===== config.mk =====
export PLATFORM = sky130hd
export DESIGN_NAME = if_fetch_unit
export DESIGN_NICKNAME = d
export VERILOG_FILES = /design/src/rtl/if_fetch_unit.sv
export SDC_FILE = /design/constraint.sdc
export NUM_CORES = 1
export LEC_CHECK = 0
export CORE_ASPECT_RATIO = 0.7
export CORE_MARGIN = 5
export CORE_UTILIZATION = 42
export CTS_CLUSTER_SIZE = 40
export DETAILED_ROUTE_END_ITERATION = 16
export DONT_BUFFER_PORTS = 1
export HOLD_SLACK_MARGIN = 0.15
export SETUP_SLACK_MARGIN = 0.05
export SLEW_MARGIN = 30
export SYNTH_ARGS = -nofsm -noshare
export SYNTH_HDL_FRONTEND = slang
export SYNTH_SLANG_ARGS = --single-unit

===== constraint.sdc =====
create_clock -name clk -period 3.1 [get_ports clk]
set_input_delay 0.62 -clock clk [delete_from_list [all_inputs] [get_ports clk]]
set_output_delay 0.62 -clock clk [all_outputs]
set_load 0.1 [all_outputs]

===== src/rtl/if_fetch_unit.sv =====
// MIPS32 IF stage: owns the PC, one outstanding ROM fetch, IF/ID register one cycle after the transfer.
// Stall parks a returned word in a one-entry skid and drops rom_req; flush drains an in-flight fetch.
module if_fetch_unit #(
  parameter logic [31:0] RESET_PC = 32'hBFC0_0000,
  parameter logic [31:0] PC_STEP  = 32'd4
) (
  input  logic        clk,
  input  logic        rst,
  input  logic        stall,
  input  logic        flush,
  input  logic [31:0] flush_pc,
  input  logic        branch_flag,
  input  logic [31:0] branch_addr,
  output logic        rom_req,
  output logic [31:0] rom_addr,
  input  logic        rom_ack,
  input  logic [31:0] rom_rdata,
  output logic        id_valid,
  output logic [31:0] id_addr,
  output logic [31:0] id_inst
);

  localparam logic [1:0] ST_RUN   = 2'd0;
  localparam logic [1:0] ST_SKID  = 2'd1;
  localparam logic [1:0] ST_DRAIN = 2'd2;

  logic [1:0]  state_q, state_d;
  logic        armed_q;
  logic [31:0] pc_q, pc_d;
  logic        id_valid_q, id_valid_d;
  logic [31:0] id_addr_q, id_addr_d;
  logic [31:0] id_inst_q, id_inst_d;
  logic [31:0] skid_addr_q, skid_addr_d;
  logic [31:0] skid_inst_q, skid_inst_d;
  logic        pend_q, pend_d;
  logic [31:0] pend_tgt_q, pend_tgt_d;
  logic [31:0] drain_tgt_q, drain_tgt_d;

  logic        xfer;
  logic        br_take;
  logic [31:0] ds_addr;

  // armed_q holds off the first request until one cycle after reset releases
  assign rom_req  = armed_q && (state_q != ST_SKID);
  assign rom_addr = pc_q;
  assign id_valid = id_valid_q;
  assign id_addr  = id_addr_q;
  assign id_inst  = id_inst_q;

  assign xfer    = rom_req && rom_ack;
  assign br_take = id_valid_q && branch_flag && !stall && !flush;
  assign ds_addr = id_addr_q + 32'd4;

  always_comb begin
    state_d     = state_q;
    pc_d        = pc_q;
    id_valid_d  = id_valid_q;
    id_addr_d   = id_addr_q;
    id_inst_d   = id_inst_q;
    skid_addr_d = skid_addr_q;
    skid_inst_d = skid_inst_q;
    pend_d      = pend_q;
    pend_tgt_d  = pend_tgt_q;
    drain_tgt_d = drain_tgt_q;

    if (flush) begin
      id_valid_d = 1'b0;
      pend_d     = 1'b0;
      state_d    = ST_RUN;
      if (rom_req && !rom_ack) begin
        state_d     = ST_DRAIN;
        drain_tgt_d = flush_pc;
      end else begin
        pc_d = flush_pc;
      end
    end else begin
      case (state_q)
        ST_DRAIN: begin
          if (xfer) begin
            pc_d    = drain_tgt_q;
            state_d = ST_RUN;
          end
        end
        ST_SKID: begin
          if (!stall) begin
            id_valid_d = 1'b1;
            id_addr_d  = skid_addr_q;
            id_inst_d  = skid_inst_q;
            state_d    = ST_RUN;
          end
        end
        default: begin
          if (xfer) begin
            pc_d   = pend_q ? pend_tgt_q : pc_q + PC_STEP;
            pend_d = 1'b0;
            if (!stall) begin
              id_valid_d = 1'b1;
              id_addr_d  = pc_q;
              id_inst_d  = rom_rdata;
            end else begin
              skid_addr_d = pc_q;
              skid_inst_d = rom_rdata;
              state_d     = ST_SKID;
            end
          end else if (!stall) begin
            id_valid_d = 1'b0;
          end
        end
      endcase

      // Delay slot still to be fetched: redirect after it; otherwise it is already captured.
      if (br_take) begin
        if (pc_q == ds_addr && !xfer) begin
          pend_d     = 1'b1;
          pend_tgt_d = branch_addr;
        end else begin
          pc_d = branch_addr;
        end
      end
    end
  end

  always_ff @(posedge clk) begin
    if (rst) begin
      state_q     <= ST_RUN;
      armed_q     <= 1'b0;
      pc_q        <= RESET_PC;
      id_valid_q  <= 1'b0;
      id_addr_q   <= 32'd0;
      id_inst_q   <= 32'd0;
      skid_addr_q <= 32'd0;
      skid_inst_q <= 32'd0;
      pend_q      <= 1'b0;
      pend_tgt_q  <= 32'd0;
      drain_tgt_q <= 32'd0;
    end else begin
      state_q     <= state_d;
      armed_q     <= 1'b1;
      pc_q        <= pc_d;
      id_valid_q  <= id_valid_d;
      id_addr_q   <= id_addr_d;
      id_inst_q   <= id_inst_d;
      skid_addr_q <= skid_addr_d;
      skid_inst_q <= skid_inst_d;
      pend_q      <= pend_d;
      pend_tgt_q  <= pend_tgt_d;
      drain_tgt_q <= drain_tgt_d;
    end
  end

endmodule


# Word-level counts from Yosys, hierarchy flattened
# Cells that the tools add are included.
# totals
in_bits	102
ff_bits	229
romBits	0
latchBits	0
ramBits	0
out_inout_bits	98
wordCells	80
memories	0
# classes
n_lt_le_gt_ge	0
mul	0
div	0
mux	32
shifts	0
n_addsub	2
reduce_logical	22
n_eq_ne	10
n_bitwise	3
# ops
op	n
two-way mux 32 bit	13
case mux 32 bit (2 select lines)	3
adder 32 x 3 -> 32 bit, second input constant	2
equality test 32 bit	1
two-way mux 2 bit	6
two-way mux 1 bit	8
AND reduction 4 bit	2
logical AND 1 bit	7
inequality test 2 bit, second input constant	3
inequality test 3 bit, second input constant	2
AND reduction 5 bit	1
zero test 1 bit	4
case mux 2 bit (2 select lines)	1
AND reduction 2 bit	2
nonzero test 4 bit	1
OR reduction 2 bit	2
inequality test 3 x 1 -> 1 bit, second input constant	1
inverter 1 bit	3
AND reduction 3 bit	1
nonzero test 3 bit	1
equality test 2 x 1 -> 1 bit, second input constant	1
equality test 2 bit, second input constant	1
inequality test 2 x 1 -> 1 bit, second input constant	1
case mux 1 bit (2 select lines)	1
nonzero test 2 bit	1

# Longest topological paths before layout
# logic_depth
depth_word	8
mapped_depth	15
mapped_depth_nobuf	11

# Worst setup path after synthesis
# OpenSTA, ideal clock, no wires.
# synth_timing
path_type	reg2reg
start	register id_addr_q[2] (netlist: id_addr[2])
end	register pc_q[29] (netlist: rom_addr[29])
setup_time_ns	0.124
arrival_time_ns	3.821
required_ns	2.976
period_less_slack_ns	3.945
stages_incl_launch_ff	11
path_slack_ns	-0.845
n_path_buf	1
path_cell_list	dfxtp_1 > ha_1 > nand4_2 > or4_4 > or4_1 > a32oi_1 > a21oi_1 > nor4_2 > a21oi_2 > buf_2 > a2111o_1
# synth_via
elab_chain_cells	6
# synth_rtl
element	line_no	source
start, declared	31	logic [31:0] id_addr_q, id_addr_d;
start signal, assigned	141	id_addr_q <= id_addr_d;
adder 32 x 3 -> 32 bit	52	assign ds_addr = id_addr_q + 32'd4;
equality test 32 bit	113	if (pc_q == ds_addr && !xfer) begin
logical AND 1 bit	113	
two-way mux 32 bit	113	
two-way mux 32 bit	112	if (br_take) begin
two-way mux 32 bit	66	if (flush) begin
end signal, assigned	139	pc_q <= pc_d;
end, declared	29	logic [31:0] pc_q, pc_d;
# Every way passes these cells.
# A chain may end at the register's enable or synchronous reset.

# Worst setup path after layout
# layout_timing
start	register id_addr_q[3] (netlist: id_addr[3])
end	register pc_q[29] (netlist: rom_addr[29])
# The elaborated chain is that of the path after synthesis.

==> impl_metrics.csv <==
group,metric,value,unit
die,die_area,0.0321,mm2
global_route,grt_use_met2,33.3,%
die,initial_utilization,42.9,%
cells_and_area,finish.net_count,1635,
worst_setup_path,critPathMaxStageDelay,0.46,ns
yosys,synth_flop_cell,"dfxtp_1",
cells_and_area,syn_to_final_growth,16.8,%
sta,fin_crit,3.10,ns
yosys,ys_seq_elements,229,
drt,antenna_left,0,
cts,cts_buffers,24,
global_route,grt_most_used_layer,"met1",
cells_and_area,fillers,2752,
pwr,p_sw,0.00237,W
cts,clkLatencyLatePin,0.52,ns
cts,cts_root_buf,"clkbuf_16",
yosys,synth-seq-area-share,38.3,%
cts,cts_max_level,1,
cells_and_area,regArea,0.00468,mm2
cts,clk_pin_slew,0.06,ns
sta,hold_viol_final,0,
worst_setup_path,crit_type,"register to register",
placed_design,dp.cells,1872,
worst_setup_path,cp_top_family,"simple AND/OR/NAND/NOR gates",
yosys,netlist_top_cells_area,"dfxtp_1 (38%), mux2i_1 (9.9%), nand2_1 (7.6%)",
pwr,pwr_density_cell,534,mW/mm2
pwr,p_total,0.00747,W
cts,cts_tree,"done",
drt,wl,41700,um
global_route,overflow,0,
worst_setup_path,cp_slowest_cell,"or4_4",
global_route,grtUsageMet1,37.1,%
sta,tightest_slew,1.03,ns
worst_setup_path,cp_max_fo,8,
pwr,p_leak,4.96,nW
cts,clockBufferDepth,3,
status,status,"finished, violations left",
yosys,ys_warn_count,0,
yosys,syn_area,0.0120,mm2
drt,num_vias,11500,
die,die_w,212,um
global_route,track_usage,24.7,%
worst_setup_path,path_buf_inv,1,
worst_setup_path,critPathLaunchType,"register",
yosys,synth_edf_count,0,
placed_design,gp_congestion,0.931,
min_path,hold_class,"input port to register",
global_route,antenna_found_initial,0,
die,boundaryPins,200,
yosys,async_flop_share,0,%
drt,first_iter_violations,1200,
sta,fmax,0.322,GHz
cells_and_area,multi_input_area,0.00688,mm2
worst_setup_path,path_cells,"ha_4 -> nand4_4 -> or4_4 -> or4_4 -> a32oi_2 -> a21oi_2 -> nor4_4 -> a21oi_4 -> buf_4 -> a2111o_1",
sta,maxSlewViolCount,0,
die,die_h,151,um
worst_setup_path,critPathMostFrequentCell,"or4_4",
sta,max_slew_margin,31.1,%
sta,fin_skew,0.0105,ns
cts,cts.sinks,229,
worst_setup_path,cp.required,3.51,ns
worst_setup_path,end_kind,"register",
drt,avgRoutedWirePerCell,21.8,um
cells_and_area,layout-drive-gt1-share,16.3,%
global_route,met3_usage,8.45,%
run,max_cap_viol_count,0,
die,row_count,51,
cells_and_area,final_common_cell,"nand2_1",
yosys,synth_cell_types,66,
sta,finalCritPeriodShare,100,%
global_route,grt_max_degree,225,
status,violations,"setup timing",
yosys,synth_top_area_cell,"dfxtp_1",
sta,setup_ws,-0.000926,ns
global_route,grt_pass1_wl,62900,um
global_route,grt_pass1_vias,10300,
sta,rsz0062_at_grt,"true",
yosys,syn-instance-count,1528,
pwr,switching_share,31.7,%
placed_design,portBuffers,0,
pwr,p_clk_share,39.1,%
sta,setup_viol,1,
yosys,syn_avg_cell_area,7.84,um2
sta,whs,0.180,ns
pwr,p_comb_share,16.6,%
yosys,synth_top_cell_area_share,38.3,%
drt,dr.pass1.iters,8,
drt,routed_via_density,5.98,
worst_setup_path,cp.arrival,3.51,ns
drt,drc,0,
pwr,p_int,0.00510,W
placed_design,hpwl,28900,um
pwr,ir_drop,0.000395,V
cells_and_area,final_cell_mix,"nand2_1 (243), dfxtp_1 (190), a21oi_1 (164)",
yosys,syn_nets,1634,
cells_and_area,final_cell_count_no_fill,1919,
die,core,0.0279,mm2
pwr,seqPwrFrac,44.3,%
[area by class of cell]
cell class / count / area share [%]
clock buffers: 36 / 5.20
well taps: 371 / 3.32
multi-input cells: 1120 / 49.2
inverters: 22 / 0.590
clock inverters: 7 / 0.456
diodes: 2 / 0.0358
repair buffers: 132 / 7.73
flip-flops and latches: 229 / 33.5
[power groups by stage]
stage / registers, W / clock network [W] / logic (W)
after floorplan: 0.00368 / 0 / 0.000607
after global placement: 0.00336 / 0 / 0.00120
after detailed placement: 0.00337 / 0 / 0.00121
after CTS: 0.00330 / 0.00298 / 0.00122
after global routing: 0.00332 / 0.00312 / 0.00132
final: 0.00331 / 0.00292 / 0.00124
[cells in the mapped netlist (all sizes together) (8+ instances only)]
master and instances:
a211oi 70, a21oi 166, a221oi 35, a31oi 10, and3 31, and4 8
buf 22, clkbuf 135, dfxtp 229, inv 22, mux2i 119, nand2 243
nand3 30, nand3b 10, nand4 20, nor2 140, nor3 22, nor4 18
o21ai 43, o22ai 27, o31ai 8, xnor2 23, xor2 12
[sequential cells by signal, summed over array words and instances (netlist names)]
signal,flops
skid_addr_q,32
pend_tgt_q,32
id_valid,1
armed_q,1
id_addr,32
skid_inst_q,32
pend_q,1
id_inst,32
state_q,2
drain_tgt_q,32
rom_addr,32
[timing repair]
item,in CTS,in global routing
endpoints found under the setup margin,23,63
hold buffers,0,0
pin swaps,0,2
gates resized for setup,6,15
buffers inserted,1,1
[per-stage QoR]
| step | area, um2 | setup WS [ns] | util (%) | setup TNS (ns) |
|---|---|---|---|---|
| after floorplan | 12100 | -0.0700 | - | -0.178 |
| after global placement | 13100 | 0.0574 | 46.8 | 0 |
| after detailed placement | 13100 | 0.00167 | 46.8 | 0 |
| after CTS | 13900 | 0.0163 | 49.8 | 0 |
| after global routing | 14000 | -0.131 | 50.0 | -1.69 |
| final | 14000 | -0.000926 | 50.1 | -0.000926 |
[cell families after synthesis]
group / after synthesis / share of synthesized area, %
compound gates: 401 / 21.3
xor+xnor: 35 / 2.56
fa+ha+maj: 4 / 0.418
buf+inv: 179 / 5.76
flops: 229 / 38.3
mux: 122 / 10.2
simple gates: 558 / 21.5
[routing by layer]
metal | share of wire [%] | up-vias | routed length, um
met1 | 46 | 5395 | 19100
met3 | 12 | 56 | 4910
li1 | - | 5486 | -
met2 | 40 | 539 | 16800
met5 | 0.24 | - | 100
met4 | 1.9 | 2 | 795
[worst reg2reg max path, delay by kind of cell, from the launching register on]
kind | cells | cell delay (ns)
simple gates | 4 | 1.35
fa+ha+maj | 1 | 0.16
compound gates | 4 | 0.93
flops | 1 | 0.37
buf+inv | 1 | 0.19
[final timing paths]
kind | start | to | slack (ns) | cells after the start
setup / recovery | id_addr[3]$_SDFFE_PP0P_ | rom_addr[29]$_SDFFE_PP1N_ | -0.0009 | 10
hold / removal | rst | skid_inst_q[11]$_SDFFE_PP0P_ | 0.18 | 1
setup reg to reg | id_addr[3]$_SDFFE_PP0P_ | rom_addr[29]$_SDFFE_PP1N_ | -0.0009 | 10
hold reg to reg | skid_inst_q[13]$_SDFFE_PP0P_ | skid_inst_q[13]$_SDFFE_PP0P_ | 0.45 | 2
(Power assumes the default switching activity.)
